===== src/rtl/layer_sched_pkg.sv =====
// Shared definitions for the layer scheduler: FSM state codes, CPU register
// offsets, dot-engine register offsets and the optional ReLU clamp.
package layer_sched_pkg;

   typedef logic [3:0] state_t;

   localparam state_t ST_IDLE  = 4'd0;
   localparam state_t ST_CFG_W = 4'd1;
   localparam state_t ST_CFG_V = 4'd2;
   localparam state_t ST_CFG_L = 4'd3;
   localparam state_t ST_GO    = 4'd4;
   localparam state_t ST_RES   = 4'd5;
   localparam state_t ST_STORE = 4'd6;
   localparam state_t ST_NEXT  = 4'd7;
   localparam state_t ST_DONE  = 4'd8;

   localparam logic [3:0] CPU_START  = 4'd0;
   localparam logic [3:0] CPU_WBASE  = 4'd2;
   localparam logic [3:0] CPU_INADDR = 4'd3;
   localparam logic [3:0] CPU_OBASE  = 4'd4;
   localparam logic [3:0] CPU_LEN    = 4'd5;
   localparam logic [3:0] CPU_OUTCNT = 4'd6;

   localparam logic [3:0] DOT_CTRL  = 4'd0;
   localparam logic [3:0] DOT_WBASE = 4'd2;
   localparam logic [3:0] DOT_VEC   = 4'd3;
   localparam logic [3:0] DOT_LEN   = 4'd5;

   function automatic logic [31:0] relu(input logic [31:0] v);
      return v[31] ? '0 : v;
   endfunction

endpackage


===== src/rtl/layer_sched.sv =====
// Layer scheduler: drives an external dot-product engine row by row and stores
// each result to memory. Define LAYER_SCHED_RELU_EN to clamp negative results to 0.
module layer_sched
   import layer_sched_pkg::*;
(
   input  logic        clk,
   input  logic        rst_n,
   output logic        slave_waitrequest,
   input  logic [3:0]  slave_address,
   input  logic        slave_read,
   input  logic        slave_write,
   output logic [31:0] slave_readdata,
   input  logic [31:0] slave_writedata,
   output logic [3:0]  dot_address,
   output logic        dot_read,
   output logic        dot_write,
   output logic [31:0] dot_writedata,
   input  logic [31:0] dot_readdata,
   input  logic        dot_waitrequest,
   output logic [31:0] mem_address,
   output logic        mem_write,
   output logic [31:0] mem_writedata,
   input  logic        mem_waitrequest
);

   state_t      state_q, state_d;
   logic [31:0] wbase_q, wbase_d, inaddr_q, inaddr_d, obase_q, obase_d;
   logic [31:0] len_q, len_d, outcnt_q, outcnt_d;
   logic [31:0] idx_q, idx_d, count_q, count_d;
   logic [31:0] rowaddr_q, rowaddr_d, memaddr_q, memaddr_d;
   logic [31:0] result_q, result_d, rdata_q, rdata_d;
   logic        rdpend_q, rdpend_d;
   logic        host_ok;
   logic [31:0] idx_nxt;

   assign host_ok           = (state_q == ST_IDLE) || (state_q == ST_DONE);
   assign slave_waitrequest = ~rst_n | ~host_ok;
   assign slave_readdata    = rdata_q;
   assign idx_nxt           = idx_q + 32'd1;

   // Row and store addresses advance incrementally instead of multiplying i.
   always_comb begin
      state_d   = state_q;
      wbase_d   = wbase_q;
      inaddr_d  = inaddr_q;
      obase_d   = obase_q;
      len_d     = len_q;
      outcnt_d  = outcnt_q;
      idx_d     = idx_q;
      count_d   = count_q;
      rowaddr_d = rowaddr_q;
      memaddr_d = memaddr_q;
      result_d  = result_q;
      rdata_d   = rdata_q;
      rdpend_d  = rdpend_q;

      if (host_ok && slave_read) begin
         case (slave_address)
            CPU_START:  rdata_d = count_q;
            CPU_WBASE:  rdata_d = wbase_q;
            CPU_INADDR: rdata_d = inaddr_q;
            CPU_OBASE:  rdata_d = obase_q;
            CPU_LEN:    rdata_d = len_q;
            CPU_OUTCNT: rdata_d = outcnt_q;
            default:    rdata_d = '0;
         endcase
      end

      case (state_q)
         ST_IDLE, ST_DONE: begin
            if (slave_write) begin
               case (slave_address)
                  CPU_START: begin
                     idx_d     = '0;
                     count_d   = '0;
                     result_d  = '0;
                     rowaddr_d = wbase_q;
                     memaddr_d = obase_q;
                     if (outcnt_q == '0)    state_d = ST_DONE;
                     else if (len_q == '0)  state_d = ST_STORE;
                     else                   state_d = ST_CFG_W;
                  end
                  CPU_WBASE:  wbase_d  = slave_writedata;
                  CPU_INADDR: inaddr_d = slave_writedata;
                  CPU_OBASE:  obase_d  = slave_writedata;
                  CPU_LEN:    len_d    = slave_writedata;
                  CPU_OUTCNT: outcnt_d = slave_writedata;
                  default: ;
               endcase
            end
         end
         ST_CFG_W: if (!dot_waitrequest) state_d = ST_CFG_V;
         ST_CFG_V: if (!dot_waitrequest) state_d = ST_CFG_L;
         ST_CFG_L: if (!dot_waitrequest) state_d = ST_GO;
         ST_GO: begin
            rdpend_d = 1'b0;
            if (!dot_waitrequest) state_d = ST_RES;
         end
         ST_RES: begin
            if (rdpend_q) begin
               result_d = dot_readdata;
               rdpend_d = 1'b0;
               state_d  = ST_STORE;
            end else if (!dot_waitrequest) begin
               rdpend_d = 1'b1;
            end
         end
         ST_STORE: begin
            if (!mem_waitrequest) begin
               count_d = count_q + 32'd1;
               state_d = ST_NEXT;
            end
         end
         ST_NEXT: begin
            idx_d     = idx_nxt;
            rowaddr_d = rowaddr_q + {len_q[29:0], 2'b00};
            memaddr_d = memaddr_q + 32'd4;
            if (idx_nxt < outcnt_q) state_d = (len_q == '0) ? ST_STORE : ST_CFG_W;
            else                    state_d = ST_DONE;
         end
         default: state_d = ST_IDLE;
      endcase
   end

   always_comb begin
      dot_read      = 1'b0;
      dot_write     = 1'b0;
      dot_address   = DOT_CTRL;
      dot_writedata = '0;
      case (state_q)
         ST_CFG_W: begin dot_write = 1'b1; dot_address = DOT_WBASE; dot_writedata = rowaddr_q; end
         ST_CFG_V: begin dot_write = 1'b1; dot_address = DOT_VEC;   dot_writedata = inaddr_q;  end
         ST_CFG_L: begin dot_write = 1'b1; dot_address = DOT_LEN;   dot_writedata = len_q;     end
         ST_GO:    dot_write = 1'b1;
         ST_RES:   dot_read  = ~rdpend_q;
         default: ;
      endcase
   end

   assign mem_write   = (state_q == ST_STORE);
   assign mem_address = memaddr_q;
`ifdef LAYER_SCHED_RELU_EN
   assign mem_writedata = relu(result_q);
`else
   assign mem_writedata = result_q;
`endif

   always_ff @(posedge clk or negedge rst_n) begin
      if (!rst_n) begin
         state_q   <= ST_IDLE;
         wbase_q   <= '0;
         inaddr_q  <= '0;
         obase_q   <= '0;
         len_q     <= '0;
         outcnt_q  <= '0;
         idx_q     <= '0;
         count_q   <= '0;
         rowaddr_q <= '0;
         memaddr_q <= '0;
         result_q  <= '0;
         rdata_q   <= '0;
         rdpend_q  <= 1'b0;
      end else begin
         state_q   <= state_d;
         wbase_q   <= wbase_d;
         inaddr_q  <= inaddr_d;
         obase_q   <= obase_d;
         len_q     <= len_d;
         outcnt_q  <= outcnt_d;
         idx_q     <= idx_d;
         count_q   <= count_d;
         rowaddr_q <= rowaddr_d;
         memaddr_q <= memaddr_d;
         result_q  <= result_d;
         rdata_q   <= rdata_d;
         rdpend_q  <= rdpend_d;
      end
   end

endmodule


===== config.mk =====
export PLATFORM = sky130hd
export DESIGN_NAME = layer_sched
export DESIGN_NICKNAME = d
export VERILOG_FILES = /design/src/rtl/layer_sched_pkg.sv /design/src/rtl/layer_sched.sv
export SDC_FILE = /design/constraint.sdc
export NUM_CORES = 1
export LEC_CHECK = 0
export ABC_AREA = 1
export ABC_CLOCK_PERIOD_IN_PS = 3200
export CORE_ASPECT_RATIO = 2
export CORE_MARGIN = 2
export CORE_UTILIZATION = 50
export DETAILED_ROUTE_END_ITERATION = 10
export GPL_TIMING_DRIVEN = 0
export PLACE_DENSITY = 0.72
export REMOVE_ABC_BUFFERS = 1
export SKIP_CTS_REPAIR_TIMING = 1
export SLEW_MARGIN = 20
export SYNTH_ARGS = -nofsm -noshare
export SYNTH_HDL_FRONTEND = slang
export SYNTH_SLANG_ARGS = --single-unit

===== constraint.sdc =====
create_clock -name clk -period 3.2 [get_ports clk]
set_clock_uncertainty 0.05 [all_clocks]
set_input_delay 0.96 -clock clk [delete_from_list [all_inputs] [get_ports clk]]
set_output_delay 0.96 -clock clk [all_outputs]
set_load 0.005 [all_outputs]

Yosys cells after proc, flatten, opt, wreduce, memory -nomap -nowiden --
Index checks and enable logic that the tools add are counted.
Word-level totals: logic and storage cells 97, input port bits 74, bits in registers 357
Operators by class: $add $sub $neg 4, reduce and logical (&&, ||, !) cells 21, equality and inequality tests 21, bitwise operators 4, order comparisons 1, muxes and demuxes 33
Operators with widths (count):
- one-hot mux 32 bit (2 select lines) | 5
- two-way mux 32 bit | 8
- one-hot mux 32 bit (6 select lines) | 1
- one-hot mux 32 bit (3 select lines) | 1
- adder 32 x 1 -> 32 bit (second input constant) | 2
- logical NOT 32 bit | 2
- two-way mux 4 bit | 10
- adder 32 x 3 -> 32 bit (second input constant) | 1
- adder 32 bit | 1
- < comparator 32 bit | 1
- one-hot mux 4 bit (8 select lines) | 1
- == test 4 x 3 -> 1 bit (second input constant) | 7
- AND reduction 3 bit | 6
- == test 4 x 2 -> 1 bit (second input constant) | 4
- != test 2 bit (second input constant) | 7
- one-hot mux 3 bit (3 select lines) | 1
- logical NOT 4 bit | 2
- AND reduction 4 bit | 2
- AND reduction 8 bit | 1
- nonzero test 2 bit | 4
- == test 4 x 1 -> 1 bit (second input constant) | 1
- == test 4 bit (second input constant) | 1
- two-way mux 1 bit | 4
- OR reduction 4 bit | 1
- 8 further kinds | 10

Depth between registers and ports, before layout --
Gate-level depths: netlist of run 1.
depth in word-level cells 6, gate-level depth with buffers 24, depth with buffers taken out 24

Worst setup path before layout of run 1 --
No wires, ideal clock.
path type reg2reg, start point reg idx_q[0], end point reg state_q[3], clock period less this slack 2.703 ns, cell stages (with the launch flop) 24, buffers on the path 0, setup time 0.116 ns, slack 0.497 ns, arrival time 2.536 ns, cells stage by stage dfrtp_1 > ha_1 > nand2_1 > nor2_1 > inv_1 > nor2_2 > nand2_1 > nor2_4 > nand2_1 > nor2_2 > nand2_1 > nor2_1 > a21boi_0 > ha_1 > nand2_1 > o21ai_0 > nand2_1 > nand2_1 > nor2_1 > nand2_1 > nand2_1 > nand2_1 > nand2_1 > nand2_1
Between the ends: cells in the longest elaborated chain, start to end 4
RTL lines:
- from (decl) | RTL line layer_sched.sv:29 | logic [31:0] idx_q, idx_d, count_q, count_d;
- from (signal assigned) | RTL line layer_sched.sv:170 | idx_q <= idx_d;
- adder 32 x 1 -> 32 bit | RTL line layer_sched.sv:39 | assign idx_nxt = idx_q + 32'd1;
- < comparator 32 bit | RTL line layer_sched.sv:118 | if (idx_nxt < outcnt_q) state_d = (len_q == '0) ? ST_STORE : ST_CFG_W;
- two-way mux 4 bit | RTL line layer_sched.sv:118
- one-hot mux 4 bit (8 select lines) | RTL line layer_sched.sv:69 | case (state_q)
- to (signal assigned) | RTL line layer_sched.sv:164 | state_q <= state_d;
- to (decl) | RTL line layer_sched.sv:26 | state_t state_q, state_d;
Every way passes these cells. A chain may end at the register's enable or synchronous reset.

Final worst setup path of run 1 --
start point reg state_q[2], end point out slave_waitrequest
Between the ends: cells in the longest elaborated chain, start to end 4, elaborated cells between the ends (all ways) 5
RTL lines:
- == test 4 bit or logical NOT 4 bit (tied branches) | RTL line layer_sched.sv:36 | assign host_ok = (state_q == ST_IDLE) || (state_q == ST_DONE);
- logical OR 1 bit * | RTL line layer_sched.sv:36
- inverter 1 bit * | RTL line layer_sched.sv:37 | assign slave_waitrequest = ~rst_n | ~host_ok;
- bitwise OR 1 bit * | RTL line layer_sched.sv:37
- to (decl) | RTL line layer_sched.sv:8 | output logic slave_waitrequest,
Mark *: on every way between the ends. The rest lies on a longest branch, timed or not.

==> qor.csv, run 1 <==
metric;value;unit
first-pass GRT wire length;124;mm
Post-DP HPWL;64.2;mm
max-cap viol count;0;
Ys Warns;0;
Hold WC Path Type;in -> async;
Bufs on Longest Clock Path;3;
slew margin rel.;29.8;%
violated checks;setup timing;
reg-to-reg setup timing slack;0;ns
Max Clk Rate;0.301;GHz
TritonCTS buffer count;36;
clk slew on worst S/H paths;0.07;ns
Die Y;294;um
initial core utilization;50.4;%
status;complete, but fails checks;
die area;0.0437;mm^2
CP Capture Type;output pin;
DRC;0;
port bufs;208;
LEAKAGE;12.6;nW
Ports;210;
vias per cell;5.98;
DR iter-0 viols;1850;
row count;106;
post-route worst setup slack;-0.123;ns
Distinct cells, synth;51;
H-Tree Depth;2;
vias in the first global route;20900;
Final Max Slew Viols;0;
P&R area growth vs syn;26.2;%
wire length per cell;24.3;um
Worst VDD drop;0.000570;V
First-pass DRT Iterations;6;
largest net degree at the start of global routing;100;
commonest non-fill, non-tap cell in the layout;nand2_1;
PwrDens;1020;mW/mm^2
drt total wl;88.1;mm
Most used DFF post-synth;dfrtp_1;
WS Path Type;reg -> out;
GPL Wtd Cong;0.975;
Sink Count;357;
Critical Path Fanout Max;18;
final setup violating endpoints;3;
NumNets Final;3198;
ys async rst share;100;%
post-route clock period utilization;104;%
synthesized area per cell;7.35;um^2
share of the yosys chip area belonging to registers;42.6;%
Clock Latency Late Sink;0.56;ns
crit path launch type;flop;
DR vias;21700;
utilization after layout;63.6;%
Crit path arrival time;2.31;ns
root buffer cell;clkbuf_16;
min Tclk post-route;3.32;ns
number of synthesized flops with an enable pin;0;
TritonCTS clock tree;yes;
worst slew pin tran;1.05;ns
commonest cells after routing, fill and taps aside;nand2_1 (725), inv_1 (412), dfrtp_1 (354);
share of layout cells above drive strength 1;9.11;%
Critical Path RT;2.19;ns
initial antenna violation count;4;
#FFs+latches synth;357;
final hold viol count;0;
RSZ-0062 raised after global routing;yes;
Core ar.;0.0416;mm^2
Synth Cell Area;0.0210;mm^2
total gr overflow;0;
antenna-violating nets left;0;
Die Width;149;um
synthesized instance count;2857;
Global Route Usage Sum;38.1;%
hold_ws;0.205;ns
## final cells by class
cell class | count | area [um^2]
fill | 3666 | 15100
inverter | 427 | 1650
multi-input combinational | 1964 | 10900
timing repair buffer | 271 | 3080
timing repair inverter | 3 | 38.8
clock inverter | 9 | 143
sequential | 357 | 8940
antenna | 4 | 10.0
clock buffer | 52 | 1090
tap | 540 | 676
## path summary, 6_finish.rpt
path,startpoint,to,cells after the start
max,state_q[2],slave_waitrequest,5
min,rst_n,mem_writedata[22],1
max reg2reg,idx_q[0],state_q[3],22
min reg2reg,mem_address[0],mem_address[0],2
max in group asynchronous,rst_n,idx_q[0],3
min in group clk,mem_address[0],mem_address[0],2
## power by group
group	internal [mW]	leakage [nW]	switching [mW]	total, mW
combinational	5.22	7.62	8.93	14.2
clock	2.62	0.602	1.93	4.55
sequential	6.57	4.34	1.75	8.32
## metal layers
metal / wire length, um / vias to the layer above / track usage (%)
met5: 0 / - / 0
met4: 9890 / 0 / 30.9
met3: 6230 / 403 / 5.57
met2: 44500 / 1216 / 67.8
met1: 27500 / 10200 / 39.0
li1: - / 9857 / -
## worst max-delay path: stages, from the launching register on
cell,delay [ns]
dfrtp_2,0.44
inv_1,0.35
nand2_8,0.26
inv_4,0.19
nand2_1,0.07
clkdlybuf4s50_1,0.46
## metrics by stage
step                      total power, mW  instances  instance area, um^2  worst slack [ns]  TNS (ns)
after global routing                 28.6       3626                26500            -0.189     -1.45
after CTS                            25.3       3571                25100             -1.68   -100.55
final                                27.0       3627                26500            -0.123    -0.186
after detailed placement             20.7       3510                23800             -1.35   -200.55
after floorplan                      14.8       2741                20500             -1.56   -132.58
after global placement               20.3       3489                23200            -14.86  -6427.25
## logic make-up (layout without fill, tap and decap cells)
logic type / count (synthesis) / after routing / share of synthesized area [%]
flops: 357 / 357 / 42.6
other cells: 1 / 5 / 0.0179
xor+xnor: 32 / 32 / 1.34
buf+inv: 543 / 762 / 10.0
simple gates: 1205 / 1211 / 24.3
compound gates: 649 / 650 / 17.6
fa+ha+maj: 64 / 64 / 3.85
mux: 6 / 6 / 0.322
## Yosys cell counts, types with 3 or more instances
cell type  number  area, um^2
o31ai_1        30         225
a31oi_1         3        18.8
o21ai_1        26         130
buf_1           4        15.0
o211ai_1       15         113
nand4_1        58         363
nand3_1       141         706
o21a_1          3        22.5
ha_1           63         788
clkbuf_1       74         278
o21ai_0       351        1760
or2_2          11        68.8
mux2_2          6        67.6
inv_2           5        18.8
o22ai_1        85         532
nand3b_1        6        45.0
nand2_4         3        33.8
a21oi_1        76         380
nor2_2         12        75.1
nand2_2         3        18.8
inv_1         420        1580
nor2_1        159         597
dfrtp_1       357        8930
nor4_1         11        68.8
nand2_1       745        2800
xnor2_1         8        70.1
o2111ai_1      12         105
xor2_1         24         210
o221ai_1       33         289
buf_2          34         170
nor3_1         48         240
a22oi_1         6        45.0
(Power assumes the default switching activity.)
==> inputs of run 2 (changes only) <==
--- a/config.mk
+++ b/config.mk
@@ -6,12 +6,12 @@
 export NUM_CORES = 1
 export LEC_CHECK = 0
 export ABC_AREA = 1
-export ABC_CLOCK_PERIOD_IN_PS = 3200
 export CORE_ASPECT_RATIO = 2
 export CORE_MARGIN = 2
 export CORE_UTILIZATION = 50
 export DETAILED_ROUTE_END_ITERATION = 10
 export GPL_TIMING_DRIVEN = 0
+export HOLD_SLACK_MARGIN = 0.1
 export PLACE_DENSITY = 0.72
 export REMOVE_ABC_BUFFERS = 1
 export SKIP_CTS_REPAIR_TIMING = 1
==> results of run 2 <==
Same layout as run 1: the final DEF is identical, and so are final timing and power.
